$ cat src/rtl/msk_affine_pipe.sv
// msk_affine_pipe: pipelined, flow-controlled masked affine step.
//
// Per lane i, share 0 of the Boolean sharing is XORed with the public
// constant in_const[i]; shares 1..d-1 pass through untouched. The
// transformed beat then travels through LATENCY register stages that
// collapse bubbles independently under back-pressure.
//
// Parameters:
//   d       - shares per masked bit (>= 1)
//   count   - number of masked lanes (>= 1)
//   LATENCY - number of register stages (>= 1)
//
// Ports:
//   clk       - clock, rising edge
//   rst_n     - asynchronous active-low reset (clears valids and data)
//   in_data   - input sharings, lane i at [i*d +: d], share 0 at bit i*d
//   in_const  - affine constant per lane, sampled together with in_data
//   in_valid  - input beat present
//   in_ready  - unit accepts a beat this cycle
//   out_data  - output sharings, same layout as in_data
//   out_valid - out_data holds a beat
//   out_ready - downstream accepts the beat this cycle
//
// Handshake: a beat moves on a side when valid && ready are both high at a
// rising clock edge. in_ready never depends on in_valid, and out_valid never
// depends on out_ready; once out_valid is high, out_data holds until taken.

module msk_affine_pipe #(
  parameter int d       = 2,
  parameter int count   = 1,
  parameter int LATENCY = 2
) (
  input  logic                 clk,
  input  logic                 rst_n,
  input  logic [count*d-1:0]   in_data,
  input  logic [count-1:0]     in_const,
  input  logic                 in_valid,
  output logic                 in_ready,
  output logic [count*d-1:0]   out_data,
  output logic                 out_valid,
  input  logic                 out_ready
);

  localparam int W = count * d;

  // Affine step: only bit i*d (share 0 of lane i) sees the constant. Every
  // other bit is a straight wire, so no two shares meet in any gate.
  logic [W-1:0] in_xf;

  always_comb begin
    in_xf = in_data;
    for (int i = 0; i < count; i++) begin
      in_xf[i*d] = in_data[i*d] ^ in_const[i];
    end
  end

  // Index 0 is the stage nearest the input, index LATENCY-1 drives the output.
  logic [W-1:0]       data_q [LATENCY];
  logic [LATENCY-1:0] v_q;
  logic [LATENCY-1:0] adv;

  // A stage may load when it is empty or everything downstream of it can
  // advance. Walking backwards, that is "out_ready, or any stage from here to
  // the output is empty", accumulated in free_chain.
  always_comb begin
    logic free_chain;
    free_chain = out_ready;
    adv        = '0;
    for (int s = LATENCY - 1; s >= 0; s--) begin
      free_chain = free_chain | ~v_q[s];
      adv[s]     = free_chain;
    end
  end

  assign in_ready  = adv[0];
  assign out_valid = v_q[LATENCY-1];
  assign out_data  = data_q[LATENCY-1];

  // Data loads even for bubbles; it is never observed because the valid bit
  // travelling with it is 0.
  always_ff @(posedge clk or negedge rst_n) begin
    if (!rst_n) begin
      v_q <= '0;
      for (int s = 0; s < LATENCY; s++) begin
        data_q[s] <= '0;
      end
    end else begin
      if (adv[0]) begin
        v_q[0]    <= in_valid;
        data_q[0] <= in_xf;
      end
      for (int s = 1; s < LATENCY; s++) begin
        if (adv[s]) begin
          v_q[s]    <= v_q[s-1];
          data_q[s] <= data_q[s-1];
        end
      end
    end
  end

endmodule

$ cat config.mk
export PLATFORM = sky130hd
export DESIGN_NAME = msk_affine_pipe
export DESIGN_NICKNAME = d
export VERILOG_FILES = /design/src/rtl/msk_affine_pipe.sv
export SDC_FILE = /design/constraint.sdc
export NUM_CORES = 1
export LEC_CHECK = 0
export CAP_MARGIN = 10
export CELL_PAD_IN_SITES_DETAIL_PLACEMENT = 1
export CELL_PAD_IN_SITES_GLOBAL_PLACEMENT = 1
export CORE_AREA = 2 2 39 41
export DETAILED_ROUTE_END_ITERATION = 6
export DIE_AREA = 0 0 41 43
export PLACE_DENSITY_LB_ADDON = 0.05
export RECOVER_POWER = 50
export REMOVE_ABC_BUFFERS = 1
export SETUP_SLACK_MARGIN = 0.5
export SLEW_MARGIN = 0
export SYNTH_ARGS = -nofsm -noshare
export SYNTH_HDL_FRONTEND = slang
export SYNTH_SLANG_ARGS = --single-unit
$ cat constraint.sdc
create_clock -name clk -period 2.2 [get_ports clk]
set_input_delay 0.66 -clock clk [delete_from_list [all_inputs] [get_ports clk]]
set_output_delay 0.66 -clock clk [all_outputs]
set_load 0.02 [all_outputs]
# ---- After elaboration in Yosys (flattened, before gate mapping)
# Index checks and enable logic that the tools add are counted.
dict set report classes {
  bitwise 5
}
# op n
set op_table {}
lappend op_table {{$not 1->1} 2}
lappend op_table {{$or 1x1->1} 2}
lappend op_table {{$xor 1x1->1} 1}
dict set report totals {
  ff_bits 6
  input_bits 7
  wordCells 9
}

# ---- Logic depth before layout (Yosys ltp)
# Gate-level depths: netlist of run 1.
dict set report logic_depth {
  word_depth 3
  ltp_mapped 2
}

# ---- Least setup slack after synthesis of run 1
# OpenSTA, ideal clock, no wires.
dict set report synth_timing {
  path_kind {input to output}
  start {in out_ready}
  end {out in_ready}
  t_arrival_ns 0.851
  slack_ns 0.689
  cell_stages 1
  cell_sequence {nand3b_4}
}
dict set report synth_between {
  elab_chain_cells 2
}
# item line_no
set synth_lines {}
lappend synth_lines {{start, declared} 41} ;# input logic out_ready
lappend synth_lines {{$or 1x1->1 (2 in a row)} 70} ;# free_chain = free_chain | ~v_q[s];
lappend synth_lines {{end, declared} 38} ;# output logic in_ready,
# No other way between the ends.

# ---- Final worst setup path of run 1
# Ends and elaborated chain as after synthesis.

==> impl_metrics.csv, run 1 <==
group,metric,value,unit
timing,relSlewSlack,80.4,%
timing,timing.hold.ws,512,ps
min_path,hold_class,"reg2reg",
drt,drt-total-wl,518,um
yosys,yosysMostFrequentCell,"dfrtp_1",
drt,first_iter_violations,2,
timing,finalSetupViolCount,0,
yosys,synth_area_per_cell,16.3,um^2
drt,drt-vias-per-instance,3.87,
timing,rsz0062_at_grt,"yes",
yosys,synth_area,277,um^2
cells_and_area,area_delta_synth_final,48.0,%
clock_tree,cts_sinks,6,
placed_design,dpl.hpwl,407,um
yosys,synth_compound_area_share,0,%
clock_tree,htreeDepth,1,
global_routing,overflow,0,
worst_setup_path,slowest_delay,150,ps
yosys,synth_area_leaders,"dfrtp_1 (54%), mux2_4 (22%), nand3b_4 (7.2%)",
timing,worst_slack,502,ps
timing,fmax,589,MHz
cells_and_area,nFillCells,154,
die,ios,11,
drt,drtPass1Iterations,2,
clock_tree,clk_latency,240,ps
yosys,ys_top_cells_by_count,"dfrtp_1 (6), mux2_4 (4), buf_4 (2)",
drt,num_vias,174,
die,rows,14,
worst_setup_path,worst-path-buf-inv,2,
placed_design,gp_congestion,0.573,
global_routing,grt_max_degree,7,
cells_and_area,nNetsFinal,38,
yosys,synth_top_family_by_area,"multiplexers",
yosys,synth_enable_flop_cells,0,
die,initial_utilization,20.0,%
worst_setup_path,crit_chain,"buf_6 > nand3b_4 > buf_6",
power,peakVddDrop,259,uV
worst_setup_path,reg2reg_slack,1150,ps
worst_setup_path,crit_path_end_kind,"primary output",
timing,finalSetupTns,0,ps
timing,hold_viol,0,
global_routing,grt.total_usage,7.96,%
drt,ant_nets,0,
power,cellPowerDensity,748,nW/um^2
die,die_h,43,um
yosys,yosysSeqAreaShare,54.3,%
clock_tree,clk_pin_slew,40,ps
worst_setup_path,crit_fanout,2,
cells_and_area,final-seq-area,150,um^2
yosys,ys_warn_count,0,
die,die-area,1760,um^2
drt,wire_per_inst,11.5,um
worst_setup_path,path_common_cell,"buf_6",
yosys,yosys.area.top_type,"dfrtp_1",
cells_and_area,n_antenna_cell,0,
global_routing,grt_pass1_wl,834,um
clock_tree,cts-root-buf,"clkbuf_4",
cells_and_area,drive_above_1_share,37.9,%
cells_and_area,multiInputGateArea,109,um^2
yosys,synth-simple-area-share,15.4,%
worst_setup_path,cp_data_arrival_time,1040,ps
yosys,synthArstFlopShare,100,%
timing,max_slew.worst_pin.slew,293,ps
global_routing,antenna_found_initial,0,
yosys,synth_top_area_share,54.3,%
worst_setup_path,slowest_stage,"nand3b_4",
global_routing,grt_pass1_vias,196,
placed_design,pre_cts_ws,-333,ps
yosys,syn-instance-count,17,
yosys,ys.flop_type,"dfrtp_1",
worst_setup_path,start_kind,"input port",
timing,fin_crit_sh,77.2,%
yosys,ys_ff_latch,6,
yosys,muxShareOfSynthArea,21.7,%
clock_tree,postCtsSetupRepairBufs,0,
timing,period_needed,1700,ps
yosys,synth_xor_xnor_area_share,3.17,%
status,status,"complete, no violations",
power,leakagePower,0.195,nW
timing,skew,0.242,ps
clock_tree,clk_path_buf_depth,2,
clock_tree,cts_tree,"built",
drt,route.detailed.drc,0,
die,core-area,1380,um^2
die,die_x,41,um
yosys,synth_fa_ha_area_share,0,%
worst_setup_path,critical_path_class,"in2out",
worst_setup_path,cp_top_family,"buffers and inverters",
clock_tree,cts_made_buffers,3,
worst_setup_path,cp_data_required_time,1540,ps
yosys,synth.distinct_cells,8,
job,drv_cap,0,
timing,maxSlewViolCount,0,
placed_design,port_buffers,10,
## cell type report
type	instances	area share (%)
Multi-Input combinational cell	9	26.6
Timing Repair Buffer	11	26.3
Sequential cell	6	36.7
Clock buffer	3	5.50
Tap cell	16	4.89
## state kept, by name, indices dropped and copies added (netlist names)
signal,cells
data_q,2
out_data,2
v_q,2
## per-stage QoR
| step | util, % | cells | area, um^2 | power [W] |
|---|---|---|---|---|
| 2_1_floorplan | - | 15 | 262 | 0.000175 |
| 3_3_place_gp | 28.1 | 42 | 389 | 0.000214 |
| 3_5_place_dp | 28.1 | 42 | 389 | 0.000215 |
| 4_1_cts | 29.5 | 45 | 408 | 0.000316 |
| 5_1_grt | 29.6 | 45 | 409 | 0.000330 |
| 6_report | 29.6 | 45 | 409 | 0.000306 |
## routing by layer
metal  GRT usage (%)  vias up  share of wire, %
li1                -       80                 -
met1            9.12       86                42
met2            9.38        8                48
met3            6.28        0               9.8
met4            6.00        0                 0
met5               0        -                 0
## power breakdown
part	internal (W)	total, W	switching (W)
Clock	0.0000616	0.000100	0.0000386
Combinational	0.0000429	0.0000711	0.0000282
Sequential	0.000125	0.000135	0.00000962
Total	0.000230	0.000306	0.0000765
## logic make-up after synthesis
family,Yosys count
DFF,6
buffers and inverters,2
xor gates and xnor gates,1
muxes,4
and+or+nand+nor,4
## cells in the final DEF (no fill, tap or decap)
cell and count:
dlygate4sd3_1 2, dfrtp_1 6, buf_4 1, clkbuf_4 3
nand2b_1 2, buf_6 2, dlygate4sd2_1 2, nand3b_4 1
xor2_1 1, mux2_4 4, clkdlybuf4s50_1 3, clkdlybuf4s15_1 1
or2b_1 1
## worst paths after layout
path / start / endpoint / cells after the start
setup / recovery: out_ready / in_ready / 3
hold / removal: data_q[2] / out_data[0] / 1
setup reg to reg: v_q[1] / data_q[2] / 3
hold reg to reg: data_q[2] / out_data[0] / 1
max in group asynchronous: rst_n / data_q[2] / 1
min in group asynchronous: rst_n / out_data[1] / 1
## repair_timing
action / 4_1_cts / 5_1_grt
hold buffers: 0 / 0
resized for setup: 10 / 4
cloned: 0 / 0
setup endpoints to repair: 4 / 2
Note: power is estimated with default switching activity, not from simulation.
==> run 2, diff against run 1 <==
Clock period 2.2 ns to 1.6 ns, I/O delays scaled along.
==> impl_metrics.csv, run 2 (synthesis results as in run 1) <==
group,metric,value,unit
worst_setup_path,cp_data_arrival_time,910,ps
worst_setup_path,cp_data_required_time,1120,ps
die,rows,14,
cells_and_area,drive_above_1_share,50.0,%
placed_design,dpl.hpwl,417,um
die,ios,11,
timing,relSlewSlack,81.0,%
min_path,hold_class,"reg2reg",
timing,fmax,718,MHz
cells_and_area,final_cell_mix,"dfrtp_1 (6), buf_6 (4), mux2_4 (3), clkbuf_4 (3)",
worst_setup_path,crit_chain,"nand3b_4 > buf_6",
timing,skew,1.67,ps
cells_and_area,instances_no_fill,46,
die,core-area,1380,um^2
timing,max_slew.worst_pin.slew,284,ps
die,die_x,41,um
clock_tree,htreeDepth,1,
timing,rsz0062_at_grt,"yes",
clock_tree,cts-root-buf,"clkbuf_4",
drt,drtPass1Iterations,1,
power,leakagePower,0.199,nW
timing,period_needed,1390,ps
drt,route.detailed.drc,0,
worst_setup_path,critical_path_class,"reg2out",
global_routing,grt.total_usage,7.06,%
cells_and_area,area_delta_synth_final,49.3,%
placed_design,gp_congestion,0.590,
clock_tree,cts_tree,"built",
global_routing,grt_pass1_vias,175,
job,drv_cap,0,
worst_setup_path,slowest_delay,440,ps
clock_tree,holdBufCountCts,0,
cells_and_area,fin_util,29.8,%
cells_and_area,nNetsFinal,39,
drt,drt-total-wl,496,um
worst_setup_path,start_kind,"register",
global_routing,antenna_found_initial,0,
cells_and_area,final_common_cell,"dfrtp_1",
clock_tree,cts_sinks,6,
global_routing,overflow,0,
clock_tree,clk_pin_slew,50,ps
drt,drt-vias-per-instance,3.78,
worst_setup_path,crit_fanout,3,
placed_design,port_buffers,10,
drt,first_iter_violations,0,
die,initial_utilization,20.0,%
cells_and_area,final-seq-area,150,um^2
drt,wire_per_inst,10.8,um
global_routing,grt_pass1_wl,745,um
worst_setup_path,slowest_stage,"dfrtp_1",
die,die-area,1760,um^2
placed_design,dp_cells,42,
cells_and_area,n_antenna_cell,0,
power,peakVddDrop,312,uV
worst_setup_path,crit_path_end_kind,"primary output",
global_routing,grt_max_degree,7,
cells_and_area,nFillCells,163,
power,cellPowerDensity,1040,nW/um^2
clock_tree,clk_latency,240,ps
timing,maxSlewViolCount,0,
worst_setup_path,cp_top_family,"flip-flops",
status,status,"complete, no violations",
die,die_h,43,um
drt,ant_nets,0,
clock_tree,clk_path_buf_depth,2,
worst_setup_path,worst-path-buf-inv,1,
drt,num_vias,174,
clock_tree,cts_made_buffers,3,
timing,fin_crit_sh,87.0,%
timing,hold_viol,0,
timing,finalSetupViolCount,0,
cells_and_area,multiInputGateArea,108,um^2
run 2: metrics by stage:
stage	hold WS, ps	setup TNS, ps	worst slack [ps]	total power (W)	instance area [um^2]
after CTS	490	0	222	0.000450	418
after global routing	537	0	165	0.000459	413
final	506	0	208	0.000430	413
after floorplan	184	0	449	0.000241	262
after global placement	499	-645	-575	0.000294	389
after detailed placement	500	-675	-580	0.000297	389
run 2: what timing repair did:
item	CTS	global route
setup endpoints to repair	9	4
setup buffers	1	0
resized for setup	31	0
pin swaps	1	1
run 2: path summary, 6_finish.rpt:
| kind | from | to | slack (ps) | cells past startpoint |
|---|---|---|---|---|
| worst max-delay path | v_q[1] | in_ready | 210 | 2 |
| worst min-delay path | out_data[0] | out_data[0] | 510 | 1 |
| worst max register to register | v_q[1] | data_q[3] | 500 | 3 |
| worst min register to register | out_data[0] | out_data[0] | 510 | 1 |
| max in group asynchronous | rst_n | v_q[0] | 820 | 1 |
| min in group asynchronous | rst_n | out_data[1] | 550 | 1 |
run 2: worst reg2reg max path, stage by stage (launching register included):
cell	delay (ps)
dfrtp_1	440
nand3b_4	100
buf_4	160
mux2_4	290
run 2: cell type report:
type | instances | area share [%]
timing repair buffer | 12 | 27.3
clock buffer | 3 | 5.45
tap | 16 | 4.85
sequential | 6 | 36.4
multi-input combinational | 9 | 26.1
run 2: power breakdown:
part | switching (W) | total [W] | internal, W
clock network | 0.0000516 | 0.000136 | 0.0000847
registers | 0.0000147 | 0.000187 | 0.000172
logic | 0.0000401 | 0.000107 | 0.0000668
total | 0.000106 | 0.000430 | 0.000324
run 2: routing by layer:
layer	GRT usage (%)	vias to the layer above	routed length, um
li1	-	82	-
met1	8.17	84	203
met2	9.38	8	249
met3	3.14	0	44
met4	6.00	0	0
met5	0	-	0
==> run 3, diff against run 2 <==
Settings changed: REMOVE_ABC_BUFFERS 1 to unset.
==> impl_metrics.csv, run 3 (synthesis results as in run 1) <==
group,metric,value,unit
timing,max_slew.worst_pin.slew,279,ps
die,rows,14,
cells_and_area,final_common_cell,"dfrtp_1",
worst_setup_path,cp_data_arrival_time,910,ps
clock_tree,clk_latency,240,ps
clock_tree,cts_tree,"built",
worst_setup_path,crit_fanout,3,
die,ios,11,
placed_design,gp_congestion,0.640,
worst_setup_path,critical_path_class,"reg2out",
status,status,"complete, no violations",
timing,finalSetupViolCount,0,
die,die-area,1760,um^2
cells_and_area,design_area,420,um^2
power,leakagePower,0.204,nW
worst_setup_path,slowest_delay,430,ps
drt,route.detailed.drc,0,
cells_and_area,final_cell_mix,"dfrtp_1 (6), buf_6 (4), mux2_4 (3), clkbuf_4 (3), buf_4 (3)",
drt,wire_per_inst,10.3,um
drt,drt-vias-per-instance,3.66,
timing,period_needed,1390,ps
timing,rsz0062_at_grt,"yes",
global_routing,grt_pass1_wl,841,um
worst_setup_path,crit_chain,"nand3b_4 > buf_6",
die,die_h,43,um
power,peakVddDrop,233,uV
timing,fmax,718,MHz
cells_and_area,nFillCells,151,
min_path,whs_path_depth,1,
worst_setup_path,start_kind,"register",
drt,first_iter_violations,0,
worst_setup_path,slowest_stage,"dfrtp_1",
cells_and_area,area_delta_synth_final,52.0,%
clock_tree,holdBufCountCts,0,
die,initial_utilization,20.0,%
die,die_x,41,um
clock_tree,cts_sinks,6,
clock_tree,clk_pin_slew,50,ps
clock_tree,htreeDepth,1,
worst_setup_path,cp_data_required_time,1120,ps
worst_setup_path,crit_path_end_kind,"primary output",
drt,ant_nets,0,
power,cellPowerDensity,1050,nW/um^2
cells_and_area,final-seq-area,150,um^2
clock_tree,cts-root-buf,"clkbuf_4",
worst_setup_path,worst-path-buf-inv,1,
cells_and_area,drive_above_1_share,51.6,%
drt,num_vias,172,
cells_and_area,nNetsFinal,40,
timing,hold_viol,0,
timing,skew,5.32,ps
timing,maxSlewViolCount,0,
cells_and_area,n_antenna_cell,0,
global_routing,overflow,0,
placed_design,place_area,389,um^2
job,drv_cap,0,
worst_setup_path,cp_top_family,"flip-flops",
drt,drtPass1Iterations,1,
clock_tree,cts_made_buffers,3,
global_routing,grt.total_usage,7.99,%
global_routing,grt_pass1_vias,194,
timing,timing.hold.ws,497,ps
cells_and_area,multiInputGateArea,108,um^2
timing,fin_crit_sh,87.0,%
min_path,hold_class,"reg2reg",
die,core-area,1380,um^2
worst_setup_path,path_depth,2,
drt,drt-total-wl,485,um
worst_setup_path,r2r_cells,3,
yosys,synth_fp_nets,24,
placed_design,port_buffers,10,
timing,finalSetupTns,0,ps
global_routing,antenna_found_initial,0,
global_routing,grt_max_degree,7,
timing,relSlewSlack,81.3,%
clock_tree,clk_path_buf_depth,2,
[run 3: power breakdown]
group / internal [W] / switching (W) / total (W) / leakage [nW]
Clock: 0.0000848 / 0.0000544 / 0.000139 / 0.0138
Combinational: 0.0000738 / 0.0000404 / 0.000114 / 0.122
Sequential: 0.000172 / 0.0000148 / 0.000187 / 0.0679
Total: 0.000331 / 0.000110 / 0.000440 / 0.204
[run 3: final cells by class]
type                    count  share of cell area (%)
flip-flops and latches      6                    35.7
multi-input cells           9                    25.6
repair buffers             13                    28.6
clock buffers               3                    5.36
well taps                  16                    4.76
[run 3: repair_timing]
action | CTS | global route
buffers inserted | 0 | 2
pin swaps | 2 | 1
endpoints found under the setup margin | 9 | 4
resized for setup | 30 | 0
[run 3: path summary, 6_finish.rpt]
kind / slack [ps] / from / end
worst max-delay path: 210 / v_q[1] / in_ready
worst min-delay path: 500 / data_q[3] / out_data[1]
worst max register to register: 500 / v_q[1] / data_q[3]
worst min register to register: 500 / data_q[3] / out_data[1]
max in group asynchronous: 830 / rst_n / out_data[0]
min in group asynchronous: 550 / rst_n / out_data[1]
[run 3: routing by layer]
| metal | GRT usage [%] | share of wire, % | up-vias | wire, um |
|---|---|---|---|---|
| li1 | - | - | 83 | - |
| met1 | 9.21 | 42 | 82 | 206 |
| met2 | 8.44 | 51 | 7 | 246 |
| met3 | 4.71 | 6.6 | 0 | 32 |
| met4 | 10.0 | 0 | 0 | 0 |
| met5 | 0 | 0 | - | 0 |
[run 3: metrics by stage]
step	util (%)	setup slack [ps]	power (W)	cells
floorplan	-	449	0.000255	17
global placement	28.1	-563	0.000294	42
detailed placement	28.1	-562	0.000294	42
CTS	29.7	211	0.000446	45
global route	30.4	158	0.000477	47
finish	30.4	207	0.000440	47
